## src/rtl/i2c_dri.sv

```systemverilog
// I2C master for byte write / random read with 8- or 16-bit word address.
// Each SCL bit is four quarter-bit ticks; all bus outputs are registered.
module i2c_dri #(
   parameter logic [6:0]  SLAVE_ADDR = 7'b1010000,
   parameter int unsigned CLK_FREQ   = 50_000_000,
   parameter int unsigned I2C_FREQ   = 250_000
) (
   input  logic        clk,
   input  logic        rst_n,
   input  logic        i2c_exec,
   input  logic        bit_ctrl,
   input  logic        i2c_rh_wl,
   input  logic [15:0] i2c_addr,
   input  logic [7:0]  i2c_data_w,
   output logic [7:0]  i2c_data_r,
   output logic        i2c_done,
   output logic        i2c_ack,
   output logic        scl,
   output logic        sda_oe,
   input  logic        sda_i
);

   localparam int unsigned DIV   = CLK_FREQ / (4 * I2C_FREQ);
   localparam int unsigned CNT_W = (DIV > 1) ? $clog2(DIV) : 1;

   typedef enum logic [3:0] {
      IDLE, START, SLADDR, ADDR_H, ADDR_L, DATA_WR, RSTART, SLADDR_RD, DATA_RD, STOP
   } state_t;

   state_t             state_q, state_d;
   logic [CNT_W-1:0]   cnt_q, cnt_d;
   logic [1:0]         ph_q, ph_d;
   logic [3:0]         bit_q, bit_d;
   logic               scl_q, scl_d;
   logic               sda_oe_q, sda_oe_d;
   logic               done_q, done_d;
   logic               ack_q, ack_d;
   logic               nack_q, nack_d;
   logic [7:0]         data_r_q, data_r_d;
   logic [15:0]        addr_q, addr_d;
   logic [7:0]         wdata_q, wdata_d;
   logic               rd_q, rd_d;
   logic               wide_q, wide_d;

   logic               tick_c;
   logic [7:0]         tx_byte_c;
   logic               tx_bit_c;
   state_t             after_byte_c;

   assign tick_c = (cnt_q == CNT_W'(DIV - 1));

   // Byte currently being shifted out and the state that follows its ACK
   always_comb begin
      tx_byte_c    = 8'h00;
      after_byte_c = STOP;
      unique case (state_q)
         SLADDR:    begin tx_byte_c = {SLAVE_ADDR, 1'b0}; after_byte_c = wide_q ? ADDR_H : ADDR_L; end
         ADDR_H:    begin tx_byte_c = addr_q[15:8];       after_byte_c = ADDR_L; end
         ADDR_L:    begin tx_byte_c = addr_q[7:0];        after_byte_c = rd_q ? RSTART : DATA_WR; end
         DATA_WR:   begin tx_byte_c = wdata_q;            after_byte_c = STOP; end
         SLADDR_RD: begin tx_byte_c = {SLAVE_ADDR, 1'b1}; after_byte_c = DATA_RD; end
         default:   begin tx_byte_c = 8'h00;              after_byte_c = STOP; end
      endcase
   end

   assign tx_bit_c = tx_byte_c[3'(4'd7 - bit_q)];

   // Next-state and output sequencing, advanced once per quarter-bit tick
   always_comb begin
      state_d  = state_q;
      cnt_d    = cnt_q;
      ph_d     = ph_q;
      bit_d    = bit_q;
      scl_d    = scl_q;
      sda_oe_d = sda_oe_q;
      done_d   = 1'b0;
      ack_d    = ack_q;
      nack_d   = nack_q;
      data_r_d = data_r_q;
      addr_d   = addr_q;
      wdata_d  = wdata_q;
      rd_d     = rd_q;
      wide_d   = wide_q;

      if (state_q == IDLE) begin
         scl_d    = 1'b1;
         sda_oe_d = 1'b0;
         cnt_d    = '0;
         ph_d     = 2'd0;
         bit_d    = 4'd0;
         if (i2c_exec) begin
            addr_d  = i2c_addr;
            wdata_d = i2c_data_w;
            rd_d    = i2c_rh_wl;
            wide_d  = bit_ctrl;
            ack_d   = 1'b0;
            state_d = START;
         end
      end else begin
         cnt_d = tick_c ? '0 : cnt_q + CNT_W'(1);
         if (tick_c) begin
            ph_d = ph_q + 2'd1;
            unique case (state_q)
               START: begin
                  unique case (ph_q)
                     2'd0: begin scl_d = 1'b1; sda_oe_d = 1'b0; end
                     2'd1: sda_oe_d = 1'b1;
                     2'd2: scl_d = 1'b0;
                     2'd3: begin state_d = SLADDR; bit_d = 4'd0; end
                  endcase
               end
               SLADDR, ADDR_H, ADDR_L, DATA_WR, SLADDR_RD: begin
                  unique case (ph_q)
                     2'd0: begin
                        scl_d    = 1'b0;
                        sda_oe_d = (bit_q < 4'd8) ? ~tx_bit_c : 1'b0;
                     end
                     2'd1: scl_d = 1'b1;
                     2'd2: nack_d = sda_i;
                     2'd3: begin
                        scl_d = 1'b0;
                        if (bit_q == 4'd8) begin
                           bit_d = 4'd0;
                           if (nack_q) begin
                              ack_d   = 1'b1;
                              state_d = STOP;
                           end else begin
                              state_d = after_byte_c;
                           end
                        end else begin
                           bit_d = bit_q + 4'd1;
                        end
                     end
                  endcase
               end
               DATA_RD: begin
                  // SDA stays released for all nine bits; the 9th is the master NACK
                  unique case (ph_q)
                     2'd0: begin scl_d = 1'b0; sda_oe_d = 1'b0; end
                     2'd1: scl_d = 1'b1;
                     2'd2: if (bit_q < 4'd8) data_r_d = {data_r_q[6:0], sda_i};
                     2'd3: begin
                        scl_d = 1'b0;
                        if (bit_q == 4'd8) begin
                           bit_d   = 4'd0;
                           state_d = STOP;
                        end else begin
                           bit_d = bit_q + 4'd1;
                        end
                     end
                  endcase
               end
               RSTART: begin
                  unique case (ph_q)
                     2'd0: begin scl_d = 1'b0; sda_oe_d = 1'b0; end
                     2'd1: scl_d = 1'b1;
                     2'd2: sda_oe_d = 1'b1;
                     2'd3: begin scl_d = 1'b0; state_d = SLADDR_RD; bit_d = 4'd0; end
                  endcase
               end
               STOP: begin
                  unique case (ph_q)
                     2'd0: begin scl_d = 1'b0; sda_oe_d = 1'b1; end
                     2'd1: scl_d = 1'b1;
                     2'd2: sda_oe_d = 1'b0;
                     2'd3: begin done_d = 1'b1; state_d = IDLE; end
                  endcase
               end
               default: state_d = IDLE;
            endcase
         end
      end
   end

   always_ff @(posedge clk or negedge rst_n) begin
      if (!rst_n) begin
         state_q  <= IDLE;
         cnt_q    <= '0;
         ph_q     <= 2'd0;
         bit_q    <= 4'd0;
         scl_q    <= 1'b1;
         sda_oe_q <= 1'b0;
         done_q   <= 1'b0;
         ack_q    <= 1'b0;
         nack_q   <= 1'b0;
         data_r_q <= 8'h00;
         addr_q   <= 16'h0000;
         wdata_q  <= 8'h00;
         rd_q     <= 1'b0;
         wide_q   <= 1'b0;
      end else begin
         state_q  <= state_d;
         cnt_q    <= cnt_d;
         ph_q     <= ph_d;
         bit_q    <= bit_d;
         scl_q    <= scl_d;
         sda_oe_q <= sda_oe_d;
         done_q   <= done_d;
         ack_q    <= ack_d;
         nack_q   <= nack_d;
         data_r_q <= data_r_d;
         addr_q   <= addr_d;
         wdata_q  <= wdata_d;
         rd_q     <= rd_d;
         wide_q   <= wide_d;
      end
   end

   assign i2c_data_r = data_r_q;
   assign i2c_done   = done_q;
   assign i2c_ack    = ack_q;
   assign scl        = scl_q;
   assign sda_oe     = sda_oe_q;

endmodule

```

## config.mk

```make
export PLATFORM = sky130hd
export DESIGN_NAME = i2c_dri
export DESIGN_NICKNAME = d
export VERILOG_FILES = /design/src/rtl/i2c_dri.sv
export SDC_FILE = /design/constraint.sdc
export NUM_CORES = 1
export LEC_CHECK = 0
export ABC_AREA = 1
export BUFFER_PORTS_ARGS = -buffer_cell sky130_fd_sc_hd__buf_4
export CAP_MARGIN = 40
export CORE_MARGIN = 2
export CORE_UTILIZATION = 52
export DETAILED_ROUTE_END_ITERATION = 6
export GPL_TIMING_DRIVEN = 0
export HOLD_SLACK_MARGIN = 0.08
export PLACE_DENSITY = 0.82
export SLEW_MARGIN = 20
export SYNTH_ARGS = -nofsm -noshare
export SYNTH_HDL_FRONTEND = slang
export SYNTH_SLANG_ARGS = --single-unit
```

## constraint.sdc

```tcl
create_clock -name clk -period 1.51 [get_ports clk]
set_input_delay 0.2265 -clock clk [delete_from_list [all_inputs] [get_ports clk]]
set_output_delay 0.2265 -clock clk [all_outputs]
set_load 0.02 [all_outputs]
```

==> Word level (Yosys, flattened, before mapping) <==
Cells that the tools add are included.
{ "classes": {"add_sub_neg": 4, "multipliers": 0, "div": 0, "order_cmp": 2, "eq_ne": 32, "shifts": 0, "mux": 51, "n_bitwise": 2, "n_reduce_logical": 23} }
{ "op_table": {"columns": ["operator", "count"], "rows": [
  ["$mux 4", 15],
  ["$pmux 8 s5", 1],
  ["$ne 3x3->1 const B", 9],
  ["$pmux 4 s5", 1],
  ["$mux 1", 19],
  ["$eq 4x3->1 const B", 4],
  ["$pmux 4 s4", 1],
  ["$eq 4x4->1 const B", 3],
  ["$mux 6", 2],
  ["$ne 4x4->1 const B", 3],
  ["$reduce_and 5->1", 2],
  ["$reduce_bool 2->1", 5],
  ["$reduce_and 9->1", 1],
  ["$eq 4x2->1 const B", 2],
  ["$ne 4x2->1 const B", 2],
  ["$pmux 1 s2", 4],
  ["$pmux 4 s2", 1],
  ["$reduce_and 4->1", 2],
  ["$reduce_and 7->1", 1],
  ["$reduce_or 7->1", 1],
  ["$add 6x1->6 const B", 1],
  ["$eq 6x6->1 const B", 1],
  ["$mux 2", 3],
  ["$ne 3x1->1 const B", 2],
  ["other kinds (25)", 28]
]} }
{ "totals": {"ff_bits": 55, "latchBits": 0, "ramBits": 0, "rom_bits": 0, "in_bits": 30, "out_inout_bits": 12, "elab_cells": 128, "mem_count": 0} }

==> Longest topological paths before layout <==
{ "depth": {"depth_word": 10, "ltp_mapped": 15} }

==> Least setup slack after synthesis <==
Ideal clock, no wire load.
{ "synth_path": {"path_type": "register -> register", "from": "register state_q[1]", "to": "register data_r_q[1] (netlist: i2c_data_r[1])", "setup_ns": 0.128, "t_arrival_ns": 1.476, "slack_ns": -0.093, "path_stages_with_launch": 7, "synth_period_minus_slack_ns": 1.603, "path_cell_list": "dfrtp_1 buf_4 nor2_1 nand2_1 nor2_2 nand4_4 mux2_1"} }
{ "synth_via": {"elab_chain_cells": 3} }
{ "synth_rtl": {"columns": ["item", "line_no", "source"], "rows": [
  ["start, declared", "30", "state_t state_q, state_d;"],
  ["start signal, assigned", "192", "state_q <= state_d;"],
  ["$logic_not 4->1", "85", "if (state_q == IDLE) begin"],
  ["$not 1->1 (no source line)", null, null],
  ["$reduce_and 5->1 (no source line) (*)", null, null],
  ["end signal, assigned", "201", "data_r_q <= data_r_d;"],
  ["end, declared", "39", "logic [7:0] data_r_q, data_r_d;"]
]} }
Every way passes the cells marked *; elsewhere a longest branch is shown, timed or not.
A chain may end at the register's enable or synchronous reset.

==> Worst setup path in the final report <==
{ "layout_path": {"from": "register state_q[2]", "to": "register bit_q[3]"} }
{ "layout_via": {"elab_chain_cells": 5} }
{ "layout_rtl": {"columns": ["item", "line_no", "source"], "rows": [
  ["$eq 4x4->1, or another cell as far along", "103", "unique case (state_q)"],
  ["$reduce_or 6->1 (no source line) / $reduce_or 2->1 (equally long branches)", null, null],
  ["$pmux 4 s2", "103", null],
  ["$mux 4", "101", "if (tick_c) begin"],
  ["$mux 4", "85", null],
  ["end signal, assigned", "195", "bit_q <= bit_d;"],
  ["end, declared", "33", "logic [3:0] bit_q, bit_d;"]
]} }
Parallel ways exist; a longest one is shown, timed or not. The select of a mux whose other input is x is not followed.

==> impl_metrics.csv <==
group,metric,value,unit
setup_path,path_buf_inv,1,
floorplan,start_util,54.0,%
timing,layout_setup_ws,-0.285,ns
global_route,grt_usage,25.4,%
global_route,grt_pass1_wl,12.7,mm
logic_synthesis,synth-seq-cells,55,
setup_path,path_class,"reg2reg",
logic_synthesis,syn_area,2990,µm²
floorplan,dieArea,6370,µm²
route,firstDrtPassIters,6,
logic_synthesis,synth_cells,380,
placed_design,place_ws,-0.426,ns
timing,setup_tns,-6.16,ns
global_route,grt_overflow_total,0,
flow_run,maxCapViolCount,0,
global_route,grt_max_degree,56,
finish,drive_gt1_share,31.5,%
timing,fmax,557,MHz
setup_path,cp_max_fo,8,
route,vias,2932,
timing,post-route-min-period,1.80,ns
power,powerDensity,1620,nW/µm²
setup_path,cp.arrival,2.03,ns
route,wl_met3,439,µm
route,viasPerCell,5.50,
route,drt_iter0_drc,234,
floorplan,core-area,5540,µm²
logic_synthesis,syn_nets,417,
timing,worst_pin_slew,0.681,ns
route,postRouteAntennaNets,0,
timing,maxSlewViolCount,0,
logic_synthesis,synth_warnings,0,
logic_synthesis,ys_seq_area_share,46.1,%
floorplan,die_w,79.8,µm
route,met2_length,3.95,mm
finish,final_cell_mix,"nand2_1, buf_4, dfrtp_1",
logic_synthesis,syn_area_per_cell,7.87,µm²
route,topRoutingLayerUsed,"met4",
cts,cts_tree,"yes",
setup_path,crit_required,1.74,ns
route,wl_per_cell,14.6,µm
cts,clock_sinks,55,
status,violations,"setup timing",
setup_path,critPathTopFamily,"compound AO/OA/AOI/OAI gates",
setup_path,critPathLaunchType,"flop",
setup_path,cp_common_cell,"nor2_4",
cts,clock_latency,0.31,ns
timing,rsz0062_at_grt,"true",
finish,diodes,0,
status,outcome,"finished, violations left",
timing,skew,0.00993,ns
hold_path,hp-class,"in2reg",
route,drc,0,
power,ir_drop,0.854,mV
setup_path,cp-end-kind,"flop",
timing,setup_viol,48,
floorplan,die_h,79.8,µm
global_route,grt_antenna_before_repair,0,
setup_path,slowest_delay,0.49,ns
cts,clkSlewWorstSetupHoldPaths,0.10,ns
global_route,grt_pass1_vias,2840,
route,routed_wirelength,7.80,mm
cts,numCtsBuffers,5,
placed_design,portBuffers,41,
finish,final_cell_area,4010,µm²
setup_path,slowest_stage,"dfrtp_2",
timing,hold_viol_final,0,
route,met1_length,3.13,mm
finish,layout.nets,497,
placed_design,hpwl,4.84,mm
finish,area_growth,34.1,%
cts,cts-root-buf,"clkbuf_8",
timing,relSlewSlack,54.6,%
logic_synthesis,ys_types,37,
finish,final_common_cell,"nand2_1",
floorplan,ios,42,
setup_path,path_cells,"inv_4 > nor2_4 > nand2_2 > nand2_4 > nor2_4 > a21oi_4 > a211oi_4 > nand3_1 > o21ai_0",
placed_design,gp_congestion,0.889,
power,p_leak,2.03,nW
floorplan,std_cell_rows,27,
placed_design,place_area,3440,µm²
timing,period_share,119,%
cts,h-tree-depth,2,
cts,cts_buffer_depth,2,
## per-layer routing
layer | up-vias | GRT usage (%)
met2 | 140 | 43.3
met1 | 1376 | 31.0
met5 | - | 0
li1 | 1379 | -
met4 | 0 | 12.4
met3 | 37 | 4.64
## power by group
part / switching (mW) / leakage (nW) / internal [mW] / total [mW]
registers: 0.343 / 0.698 / 1.96 / 2.30
logic: 2.00 / 1.29 / 1.40 / 3.39
clock network: 0.484 / 0.0412 / 0.326 / 0.809
total: 2.82 / 2.03 / 3.68 / 6.50
## sequential cells by signal (all words and copies together), names as in the netlist
| name | count |
|---|---|
| state_q | 4 |
| i2c_done | 1 |
| rd_q | 1 |
| ph_q | 2 |
| wdata_q | 8 |
| bit_q | 4 |
| scl | 1 |
| wide_q | 1 |
| i2c_data_r | 8 |
| addr_q | 16 |
| i2c_ack | 1 |
| sda_oe | 1 |
| nack_q | 1 |
| cnt_q | 6 |
## cell type report
| class | count | area (µm²) |
|---|---|---|
| multi-input cells | 273 | 1610 |
| fillers | 410 | 1530 |
| flip-flops and latches | 55 | 1380 |
| repair buffers | 73 | 578 |
| inverters | 45 | 184 |
| well taps | 72 | 90.1 |
| plain buffers | 7 | 83.8 |
| clock buffers | 6 | 72.6 |
| clock inverters | 2 | 12.5 |
## Yosys cell counts
cell type / instances / area (µm²)
a211oi_1: 1 / 7.51
a211oi_4: 1 / 20.0
a21oi_1: 5 / 25.0
a21oi_2: 1 / 8.76
and3_1: 1 / 6.26
buf_2: 3 / 15.0
buf_4: 2 / 15.0
clkbuf_1: 2 / 7.51
dfrtp_1: 54 / 1350
dfstp_2: 1 / 26.3
ha_1: 7 / 87.6
inv_1: 39 / 146
inv_2: 5 / 18.8
inv_4: 1 / 6.26
mux2_1: 1 / 11.3
mux2_2: 6 / 67.6
nand2_1: 123 / 462
nand2_2: 2 / 12.5
nand2_4: 1 / 11.3
nand2_8: 1 / 20.0
nand3_1: 32 / 160
nand3_2: 2 / 20.0
nand4_1: 4 / 25.0
nand4_4: 1 / 21.3
nor2_1: 33 / 124
nor2_2: 1 / 6.26
nor2_4: 4 / 45.0
nor3_1: 12 / 60.1
nor4_1: 1 / 6.26
o211ai_2: 1 / 12.5
o21ai_0: 16 / 80.1
o21ai_1: 9 / 45.0
o221ai_1: 1 / 8.76
o22ai_1: 1 / 6.26
o41ai_1: 2 / 17.5
xnor2_1: 1 / 8.76
xor2_1: 2 / 17.5
## cells by family (layout without fill, tap and decap cells)
kind of cell / after synthesis / in the layout / share of synthesized area, %
xor+xnor: 3 / 3 / 0.879
mux: 7 / 7 / 2.64
simple gates: 218 / 218 / 32.8
compound gates: 38 / 38 / 7.74
flops: 55 / 55 / 46.1
fa+ha+maj: 7 / 7 / 2.93
buf+inv: 52 / 133 / 6.99
## stage by stage
step / hold WS (ns) / instances / power, mW / utilization, %
after floorplan: -0.0691 / 380 / 4.07 / -
after global placement: 0.310 / 493 / 4.63 / 62.1
after detailed placement: 0.317 / 493 / 4.73 / 62.1
after CTS: 0.0980 / 524 / 6.14 / 69.7
after global routing: 0.102 / 533 / 6.96 / 72.4
final: 0.0983 / 533 / 6.50 / 72.4
## final timing paths
kind	endpoint	cells after the start	startpoint	slack (ns)
worst max-delay path	bit_q[3]	9	state_q[2]	-0.29
worst min-delay path	addr_q[4]	3	i2c_addr[4]	0.1
worst max register to register	bit_q[3]	9	state_q[2]	-0.29
worst min register to register	scl	2	scl	0.48
max in group asynchronous	state_q[0]	2	rst_n	0.53
min in group asynchronous	ph_q[1]	2	rst_n	0.49
## tightest hold or removal path, cell delays in order
cell and delay, ns:
buf_4 0.08, nand2_1 0.04, nand2_1 0.04
## repair_timing
action / CTS / global route
cloned: 1 / 0
hold buffers: 1 / 0
gates resized for setup: 46 / 20
pin swaps: 29 / 18
setup endpoints to repair: 46 / 48
endpoints found under the hold margin: 54 / 0
buffers inserted: 21 / 9
(Power assumes the default switching activity.)
